<file path="src/rtl/div_fl_seq_pkg.sv">
// div_fl_seq_pkg: float format constants, FSM states and field helpers shared by the float datapath
package div_fl_seq_pkg;
   localparam int NBMANT = 22;
   localparam int NBEXPO = 6;
   localparam int NBW    = NBMANT + NBEXPO + 1;
   localparam int NBE    = NBEXPO + 2;
   localparam logic signed [NBE-1:0] EXP_MAX = NBE'(2 ** (NBEXPO - 1) - 1);
   localparam logic signed [NBE-1:0] EXP_MIN = NBE'(-(2 ** (NBEXPO - 1)));
   localparam logic [NBEXPO-1:0] EXPO_TOP  = {1'b0, {(NBEXPO-1){1'b1}}};
   localparam logic [NBEXPO-1:0] EXPO_BOT  = {1'b1, {(NBEXPO-1){1'b0}}};
   localparam logic [NBMANT-1:0] MANT_ONES = '1;
   localparam logic [NBW-1:0] ZERO   = {1'b0, EXPO_BOT, {NBMANT{1'b0}}};
   localparam logic [NBW-1:0] MAXMAG = {1'b0, EXPO_TOP, MANT_ONES};

   typedef enum logic [1:0] {IDLE, CALC, NORM, FIN} state_e;

   function automatic logic f_sign(input logic [NBW-1:0] x);
      return x[NBW-1];
   endfunction

   function automatic logic signed [NBE-1:0] f_expo(input logic [NBW-1:0] x);
      return NBE'($signed(x[NBW-2:NBMANT]));
   endfunction

   function automatic logic [NBMANT-1:0] f_mant(input logic [NBW-1:0] x);
      return x[NBMANT-1:0];
   endfunction

   function automatic logic [NBW-1:0] f_pack(input logic s, input logic [NBEXPO-1:0] e,
                                             input logic [NBMANT-1:0] m);
      return {s, e, m};
   endfunction
endpackage

</file>
<file path="src/rtl/div_fl_seq_if.sv">
// div_fl_seq_if: request/result bundle between the float control and the divider
interface div_fl_seq_if;
   import div_fl_seq_pkg::*;
   logic           start;
   logic [NBW-1:0] a;
   logic [NBW-1:0] b;
   logic           busy;
   logic           done;
   logic [NBW-1:0] out;
   logic           div0;
   modport master (output start, a, b, input busy, done, out, div0);
   modport slave  (input start, a, b, output busy, done, out, div0);
endinterface

</file>
<file path="src/rtl/div_fl_seq_mant_core.sv">
// div_fl_seq_mant_core: iterative unsigned restoring mantissa divider, one quotient bit per cycle
module div_fl_seq_mant_core #(
   parameter int NB = 22
) (
   input  logic        clk,
   input  logic        rst,
   input  logic        load_i,
   input  logic [NB-1:0] ma_i,
   input  logic [NB-1:0] mb_i,
   output logic [NB:0] q_o,
   output logic        last_o
);
   localparam int CW = $clog2(NB + 2);
   logic [NB:0]   rem_q, rem_d, rem_n, q_q, q_d;
   logic [NB-1:0] mb_q;
   logic [CW-1:0] cnt_q;
   logic [NB+1:0] diff;
   logic          borrow;

   // Trial subtraction: keep the remainder on borrow, otherwise take the difference, then shift
   always_comb begin
      diff   = {1'b0, rem_q} - {2'b00, mb_q};
      borrow = diff[NB+1];
      rem_n  = borrow ? rem_q : diff[NB:0];
      rem_d  = {rem_n[NB-1:0], 1'b0};
      q_d    = {q_q[NB-1:0], ~borrow};
   end

   // Load operands and run NB+1 iterations, counting down to zero
   always_ff @(posedge clk or posedge rst) begin
      if (rst) begin
         rem_q <= '0;
         mb_q  <= '0;
         q_q   <= '0;
         cnt_q <= '0;
      end else if (load_i) begin
         rem_q <= {1'b0, ma_i};
         mb_q  <= mb_i;
         q_q   <= '0;
         cnt_q <= CW'(NB + 1);
      end else if (cnt_q != '0) begin
         rem_q <= rem_d;
         q_q   <= q_d;
         cnt_q <= cnt_q - CW'(1);
      end
   end

   assign q_o    = q_q;
   assign last_o = cnt_q == CW'(1);
endmodule

</file>
<file path="src/rtl/div_fl_seq.sv">
// div_fl_seq: constant-latency floating-point divider (sign/exponent path, special cases, saturation)
module div_fl_seq
   import div_fl_seq_pkg::*;
(
   input  logic         clk,
   input  logic         rst,
   div_fl_seq_if.slave  bus
);
   state_e                state_q, state_d;
   logic                  sa_q, sgn_q, az_q, bz_q, div0_q;
   logic signed [NBE-1:0] ediff_q, e_hi, e_lo, e_n;
   logic [NBW-1:0]        out_q, res_n;
   logic [NBMANT:0]       q;
   logic [NBMANT-1:0]     mant_n;
   logic                  accept, last;

   assign accept = bus.start && (state_q == IDLE || state_q == FIN);

   div_fl_seq_mant_core #(.NB(NBMANT)) u_core (
      .clk    (clk),
      .rst    (rst),
      .load_i (accept),
      .ma_i   (f_mant(bus.a)),
      .mb_i   (f_mant(bus.b)),
      .q_o    (q),
      .last_o (last)
   );

   // State register
   always_ff @(posedge clk or posedge rst) begin
      if (rst) state_q <= IDLE;
      else     state_q <= state_d;
   end

   // Next state: a new request wins in IDLE and in the done cycle
   always_comb begin
      state_d = accept             ? CALC :
                state_q == CALC    ? (last ? NORM : CALC) :
                state_q == NORM    ? FIN :
                state_q == FIN     ? IDLE : state_q;
   end

   // Capture sign, exponent difference and zero flags when a request is accepted
   always_ff @(posedge clk or posedge rst) begin
      if (rst) begin
         sa_q    <= 1'b0;
         sgn_q   <= 1'b0;
         az_q    <= 1'b0;
         bz_q    <= 1'b0;
         ediff_q <= '0;
      end else if (accept) begin
         sa_q    <= f_sign(bus.a);
         sgn_q   <= f_sign(bus.a) ^ f_sign(bus.b);
         az_q    <= f_mant(bus.a) == '0;
         bz_q    <= f_mant(bus.b) == '0;
         ediff_q <= f_expo(bus.a) - f_expo(bus.b);
      end
   end

   // Normalize the quotient and resolve divide-by-zero, zero dividend, overflow and underflow
   always_comb begin
      e_hi   = ediff_q - NBE'(NBMANT - 1);
      e_lo   = ediff_q - NBE'(NBMANT);
      e_n    = q[NBMANT] ? e_hi : e_lo;
      mant_n = q[NBMANT] ? q[NBMANT:1] : q[NBMANT-1:0];
      res_n  = bz_q          ? f_pack(sa_q & ~az_q, EXPO_TOP, MANT_ONES) :
               az_q          ? ZERO :
               e_n > EXP_MAX ? f_pack(sgn_q, EXPO_TOP, MANT_ONES) :
               e_n < EXP_MIN ? ZERO :
                               f_pack(sgn_q, e_n[NBEXPO-1:0], mant_n);
   end

   // Result registers update on the way into FIN so they are valid with done
   always_ff @(posedge clk or posedge rst) begin
      if (rst) begin
         out_q  <= ZERO;
         div0_q <= 1'b0;
      end else if (state_q == NORM) begin
         out_q  <= res_n;
         div0_q <= bz_q;
      end
   end

   assign bus.busy = state_q == CALC || state_q == NORM;
   assign bus.done = state_q == FIN;
   assign bus.out  = out_q;
   assign bus.div0 = div0_q;
endmodule
</file>
<file path="src/flat_wrapper.sv">
// flat-port wrapper written by rule: the top's interface ports become plain ports
module div_fl_seq_flat import div_fl_seq_pkg::*;
  (clk, rst, bus_start, bus_a, bus_b, bus_busy, bus_done, bus_out, bus_div0);
  div_fl_seq_if bus_i ();
  input  logic clk;
  input  logic rst;
  input wire logic [$bits(bus_i.start)-1:0] bus_start;
  input wire logic [$bits(bus_i.a)-1:0] bus_a;
  input wire logic [$bits(bus_i.b)-1:0] bus_b;
  output wire logic [$bits(bus_i.busy)-1:0] bus_busy;
  output wire logic [$bits(bus_i.done)-1:0] bus_done;
  output wire logic [$bits(bus_i.out)-1:0] bus_out;
  output wire logic [$bits(bus_i.div0)-1:0] bus_div0;
  assign bus_i.start = bus_start;
  assign bus_i.a = bus_a;
  assign bus_i.b = bus_b;
  assign bus_busy = bus_i.busy;
  assign bus_done = bus_i.done;
  assign bus_out = bus_i.out;
  assign bus_div0 = bus_i.div0;
  div_fl_seq u_core (.clk(clk), .rst(rst), .bus(bus_i));
endmodule
</file>
<file path="config.mk">
export PLATFORM = sky130hd
export DESIGN_NAME = div_fl_seq_flat
export DESIGN_NICKNAME = d
export VERILOG_FILES = /design/src/rtl/div_fl_seq_pkg.sv /design/src/rtl/div_fl_seq_if.sv /design/src/rtl/div_fl_seq_mant_core.sv /design/src/rtl/div_fl_seq.sv /design/src/flat_wrapper.sv
export SDC_FILE = /design/constraint.sdc
export NUM_CORES = 1
export LEC_CHECK = 0
export CAP_MARGIN = 20
export CORE_MARGIN = 2
export CORE_UTILIZATION = 35
export CTS_CLUSTER_DIAMETER = 120
export DETAILED_ROUTE_END_ITERATION = 6
export DONT_BUFFER_PORTS = 1
export PLACE_DENSITY = 0.54
export SLEW_MARGIN = 20
export SYNTH_ARGS = -nofsm -noshare
export SYNTH_HDL_FRONTEND = slang
export SYNTH_SLANG_ARGS = --single-unit
</file>
<file path="constraint.sdc">
create_clock -name clk -period 9.9 [get_ports clk]
set_input_delay 1.485 -clock clk [delete_from_list [all_inputs] [get_ports clk]]
set_output_delay 1.485 -clock clk [all_outputs]
set_load 0.005 [all_outputs]
</file>
Word-level counts from Yosys, hierarchy flattened
Index checks and enable logic that the tools add are counted.
W data, S select, Z words.
- register bits: 117
- input port bits: 61
- word-level logic and storage cells: 54
- $add $sub $neg: 5
- $lt $le $gt $ge: 2
- equality and inequality tests: 4
- mux-type cells: 18
- bitwise logic cells: 4
- reductions and logical operators: 9
- operators with widths (kind ; number):
    $mux W29 ; 4
    $mux W23 ; 4
    $logic_not A22 Y1 ; 2
    $mux W22 ; 2
    $sub A23 B22 Y24 ; 1
    $sub A8 B6 Y8 const B ; 2
    $mux W2 ; 5
    $mux W5 ; 2
    $gt A8 B6 Y1 const B ; 1
    $lt A8 B6 Y1 const B ; 1
    $mux W8 ; 1
    $sub A6 B6 Y7 ; 1
    $eq A5 B1 Y1 const B ; 1
    $reduce_bool A5 Y1 ; 1
    $sub A5 B1 Y5 const B ; 1
    $eq A2 B2 Y1 const B ; 2
    $reduce_bool A4 Y1 ; 1
    $eq A2 B1 Y1 const B ; 1
    $logic_not A2 Y1 ; 1
    $logic_or A1 B1 Y1 ; 2
    $not A1 Y1 ; 2
    $reduce_bool A2 Y1 ; 1
    $and A1 B1 Y1 ; 1
    $logic_and A1 B1 Y1 ; 1
    $xor A1 B1 Y1 ; 1

Logic depth before layout (Yosys ltp)
- depth after elaboration: 7
- depth in mapped cells: 11
- gate-level depth less buffers: 11

Hierarchy
Synthesis repeated with hierarchy kept, for this count alone.
- cell total of the unflattened synthesis: 792
- area, all modules: 7131.8 um^2
- by module, submodules not included (module ; instances ; cells an instance ; area an instance (um^2)):
    div_fl_seq_mant_core ; 1 ; 528 ; 4436.8
    div_fl_seq ; 1 ; 264 ; 2695.1

Worst setup path after synthesis
OpenSTA, ideal clock, no wires.
- path type: input port to flip-flop
- from: input bus_b[23]
- to: register u_core.ediff_q[5]
- arrival: 2.647 ns
- required time: 9.764 ns
- slack: 7.118 ns
- stages: 9
- path buffers: 0
- cell sequence: inv_1 ha_1 nor2b_1 o21ai_0 nand2b_1 a21o_1 a21oi_1 xor2_1 o21ai_0
- cells in the longest elaborated chain, start to end: 1
- ends and longest elaborated chain (what ; RTL line ; RTL):
    from (decl) ; flat_wrapper.sv:9 ; input wire logic [$bits(bus_i.b)-1:0] bus_b;
    $sub A6 B6 Y7 ; div_fl_seq.sv:56 ; ediff_q <= f_expo(bus.a) - f_expo(bus.b);
    to (signal assigned) ; div_fl_seq.sv:56 ;
    to (decl) ; div_fl_seq.sv:11 ; logic signed [NBE-1:0] ediff_q, e_hi, e_lo, e_n;
No other way between the ends.
A chain may end at the register's enable or synchronous reset.

Worst setup path in the final report
- from: input bus_start
- to: register u_core.u_core.rem_q[11]
- cells in the longest elaborated chain, start to end: 2
- elaborated cells on any way between the ends: 3
- classes of those cells: mux: 1; reduce/logical: 2
- ends and longest elaborated chain (what ; RTL line ; RTL):
    from (decl) ; flat_wrapper.sv:7 ; input wire logic [$bits(bus_i.start)-1:0] bus_start;
    $logic_and A1 B1 Y1 * ; div_fl_seq.sv:17 ; assign accept = bus.start && (state_q == IDLE || state_q == FIN);
    $mux W23 or $reduce_bool A2 Y1 (tied branches) ; -- ;
    to (signal assigned) ; div_fl_seq_mant_core.sv:37 ; rem_q <= {1'b0, ma_i};
    to (signal assigned) ; div_fl_seq_mant_core.sv:42 ; rem_q <= rem_d;
    to (decl) ; div_fl_seq_mant_core.sv:14 ; logic [NB:0] rem_q, rem_d, rem_n, q_q, q_d;
Every way passes the cells marked *; elsewhere a longest branch is shown, timed or not.

==> metrics.md <==
| Metric | Value |
|---|---|
| Clock tree buffer depth | 2 |
| Worst vdd ir | 0.000178 V |
| Most Used Layer, Global Route | met2 |
| Clock H-tree levels | 4 |
| IO Count | 93 |
| Post-synth top flop | dfrtp_1 |
| Yosys warns | 0 |
| R2R setup slack | 6.99 ns |
| Most common cell in the netlist | nand2_1 |
| Reg clk slew, reported paths | 0.06 ns |
| Data required, critical path | 10.23 ns |
| DP HPWL | 12400 um |
| Via density | 5.18 |
| Critical path cell sequence | and2_2 > nor2_1 > o21ai_1 > o211ai_1 |
| First-pass GRT wire length | 28600 um |
| FF+latch area | 0.00290 sq mm |
| Pins Over Slew Limit | 0 |
| Core area | 0.0200 sq mm |
| Filler cell count | 2096 |
| F_max | 342 MHz |
| Worst hold endpoint | u_core.sgn_q$_DFFE_PP0P_ |
| Pin count of the biggest net entering global routing | 78 |
| Top cells by instance count after synthesis | 138 x nand2_1, 115 x dfrtp_1, 74 x o21ai_0 |
| #FFs+latches synth | 116 |
| Post-Syn Area | 0.00709 sq mm |
| Area delta synth->final | 10.7% |
| Placed Area | 0.00726 sq mm |
| Initial antenna violation count | 0 |
| Seq/Total Area, Yosys | 41.0% |
| Synth area leaders | dfrtp_1 41%, nand2_1 7.3%, ha_1 6.4%, o21ai_0 5.2%, a21oi_1 4.9% |
| Crit-path max cell delay | 0.67 ns |
| Antenna viol nets, final | 0 |
| TritonRoute pass-1 iters | 5 |
| Worst Min Path Start | u_core.sgn_q$_DFFE_PP0P_ |
| Slowest cell on crit path | nor2_1 |
| WP data arrival | 3.25 ns |
| DR DRC count | 0 |
| Total power | 3.05 mW |
| Final hold slack | 0.501 ns |
| Post-CTS sizing | 0 |
| Post-synth ARST share | 100% |
| Layout cells sized above 1 | 8.09% |
| NumNets Final | 902 |
| GP Congestion | 0.865 |
| Crit start category | input pin |
| Status | finished clean |
| Netlist cell types | 65 |
| Final period util | 29.5% |
| Avg WL per Cell | 16.2 um |
| Slew HR | 44.8% |
| Met3 Track Usage GR | 5.03% |
| Hold Path Stages | 2 |
| Area fraction of the dominant cell type after synthesis | 40.6% |
| Leakage | 3.43 nW |
| Hold buffers post-CTS | 0 |
| GRT met2 Usage | 27.0% |
| Worst setup EP type | flip-flop |
| Synthesized instance count | 825 |
| Mapped Nets | 924 |
| EDFF count, synth | 0 |
| DIE WIDTH | 146 um |
| Vias in the first global route | 5493 |
| DIE AREA | 0.0214 sq mm |
| Avg Cell Area, Syn | 8.59 sq um |
| M1 GR Usage | 21.9% |
| GR Util All Layers | 16.8% |
| Final setup TNS | 0 ns |
| CTS tree | yes |
| Hold/Removal Path Class | flip-flop to flip-flop |
| Slew @ Worst Pin | 0.826 ns |
| Die height | 146 um |
| Power per cell area | 389 mW/mm^2 |
| Critical R2R Launch | u_core.u_core.rem_q[10]$_DFFE_PP0P_ |
| Synth area leader | dfrtp_1 |
| Final setup viols | 0 |
| Kind of critical path | input pin to flip-flop |
| R2R cell count | 8 |
| Initial Util | 35.4% |
| Final Skew | 0.0132 ns |
| CTS sink count | 116 |
| MaxCap Viol Count | 0 |
| Buffers added on ports | 0 |
| Clock Root Buffer | clkbuf_16 |
| Min Tclk post-route | 2.92 ns |
| RSZ-0062 raised after global routing | false |
| Vias | 5621 |
| Multi-input gate area | 0.00370 sq mm |
| Total gr overflow | 0 |
| CP max FO | 38 |
| Num CTS Buffers | 17 |
| Worst reg2reg endpoint | u_core.u_core.rem_q[1]$_DFFE_PP0P_ |
| Iteration-0 DRC count of the detailed router | 275 |
| Ant diodes | 0 |
| Final WL | 17600 um |
| Clk Latency, worst-skew pair | 0.42 ns |
| Postcts setup bufs | 0 |
| Final hold viol count | 0 |
| Cell Rows | 52 |
| Post-route design area | 0.00785 sq mm |
==> critical path: cells and delay by family <==
kind             cells  cell delay, ns
AND/OR/NAND/NOR      2            1.07
AO/OA/AOI/OAI        2            0.66
==> layer usage <==
layer	share of wire (%)	wire, um
met5	0	0
met3	5.1	888
met1	47	8210
met4	1.0	184
met2	47	8270
==> layout by cell type (no fill, tap or decap), types with 8 or more instances in the layout <==
cell type	count
a211oi_1	23
a21oi_1	70
clkbuf_16	17
nor2b_1	18
nor2_1	32
o221ai_1	23
ha_1	36
nand2_1	138
and3_1	8
a31oi_1	13
inv_1	67
a21o_1	9
dfrtp_1	115
xnor2_1	13
o21ai_0	74
xor2_1	10
nor4_1	13
nor3_1	8
mux2i_1	12
==> layout make-up <==
class	instances	area share [%]
Multi-Input combinational cell	592	47.2
Sequential cell	116	37.0
Clock buffer	22	6.17
Tap cell	270	4.30
Inverter	68	3.28
Clock inverter	10	1.26
Timing Repair Buffer	8	0.813
==> sequential cells by signal (all words and copies together) (netlist names) <==
signal,flops
u_core.bus.out,29
u_core.u_core.q_o,23
u_core.u_core.rem_q,23
u_core.u_core.mb_q,22
u_core.ediff_q,7
u_core.u_core.cnt_q,5
u_core.state_q,2
u_core.az_q,1
u_core.bus.div0,1
u_core.bz_q,1
u_core.sa_q,1
u_core.sgn_q,1
==> power by group <==
part / total [mW] / internal (mW) / switching (mW) / leakage, nW
combinational: 1.63 / 0.663 / 0.970 / 1.69
clock: 0.604 / 0.373 / 0.231 / 0.271
sequential: 0.812 / 0.669 / 0.143 / 1.46
==> worst max-delay path by stage <==
stage | start | to | slack [ns] | cells past startpoint
5_1_grt | u_core.u_core.rem_q[10]$_DFFE_PP0P_ | u_core.u_core.rem_q[1]$_DFFE_PP0P_ | 6.78 | 8
3_3_place_gp | bus_start | u_core.u_core.rem_q[11]$_DFFE_PP0P_ | 6.55 | 4
6_report | bus_start | u_core.u_core.rem_q[11]$_DFFE_PP0P_ | 6.98 | 4
4_1_cts | u_core.u_core.rem_q[12]$_DFFE_PP0P_ | u_core.u_core.rem_q[1]$_DFFE_PP0P_ | 6.98 | 8
2_1_floorplan | rst | u_core.az_q$_DFFE_PP0P_ | 5.34 | 1
3_5_place_dp | bus_start | u_core.u_core.rem_q[16]$_DFFE_PP0P_ | 6.55 | 4
==> through the flow <==
stage               worst slack [ns]  instances  util, %
floorplan                       5.34        825        -
global placement                6.55       1054     36.2
detailed placement              6.55       1054     36.2
CTS                             6.98       1086     39.1
global route                    6.78       1086     39.2
finish                          6.98       1086     39.2
==> cells by family (layout without fill, tap and decap cells) <==
logic type | count (synthesis) | after routing | share of synthesized area (%)
AO/OA/AOI/OAI | 253 | 253 | 22.6
adder cells (fa/ha/maj) | 38 | 38 | 6.92
flip-flops | 116 | 116 | 41.0
multiplexers | 16 | 16 | 2.33
AND/OR/NAND/NOR | 262 | 262 | 17.5
XOR/XNOR | 23 | 23 | 2.84
buffers and inverters | 117 | 108 | 6.90
Power figures use the tool's default switching activity.
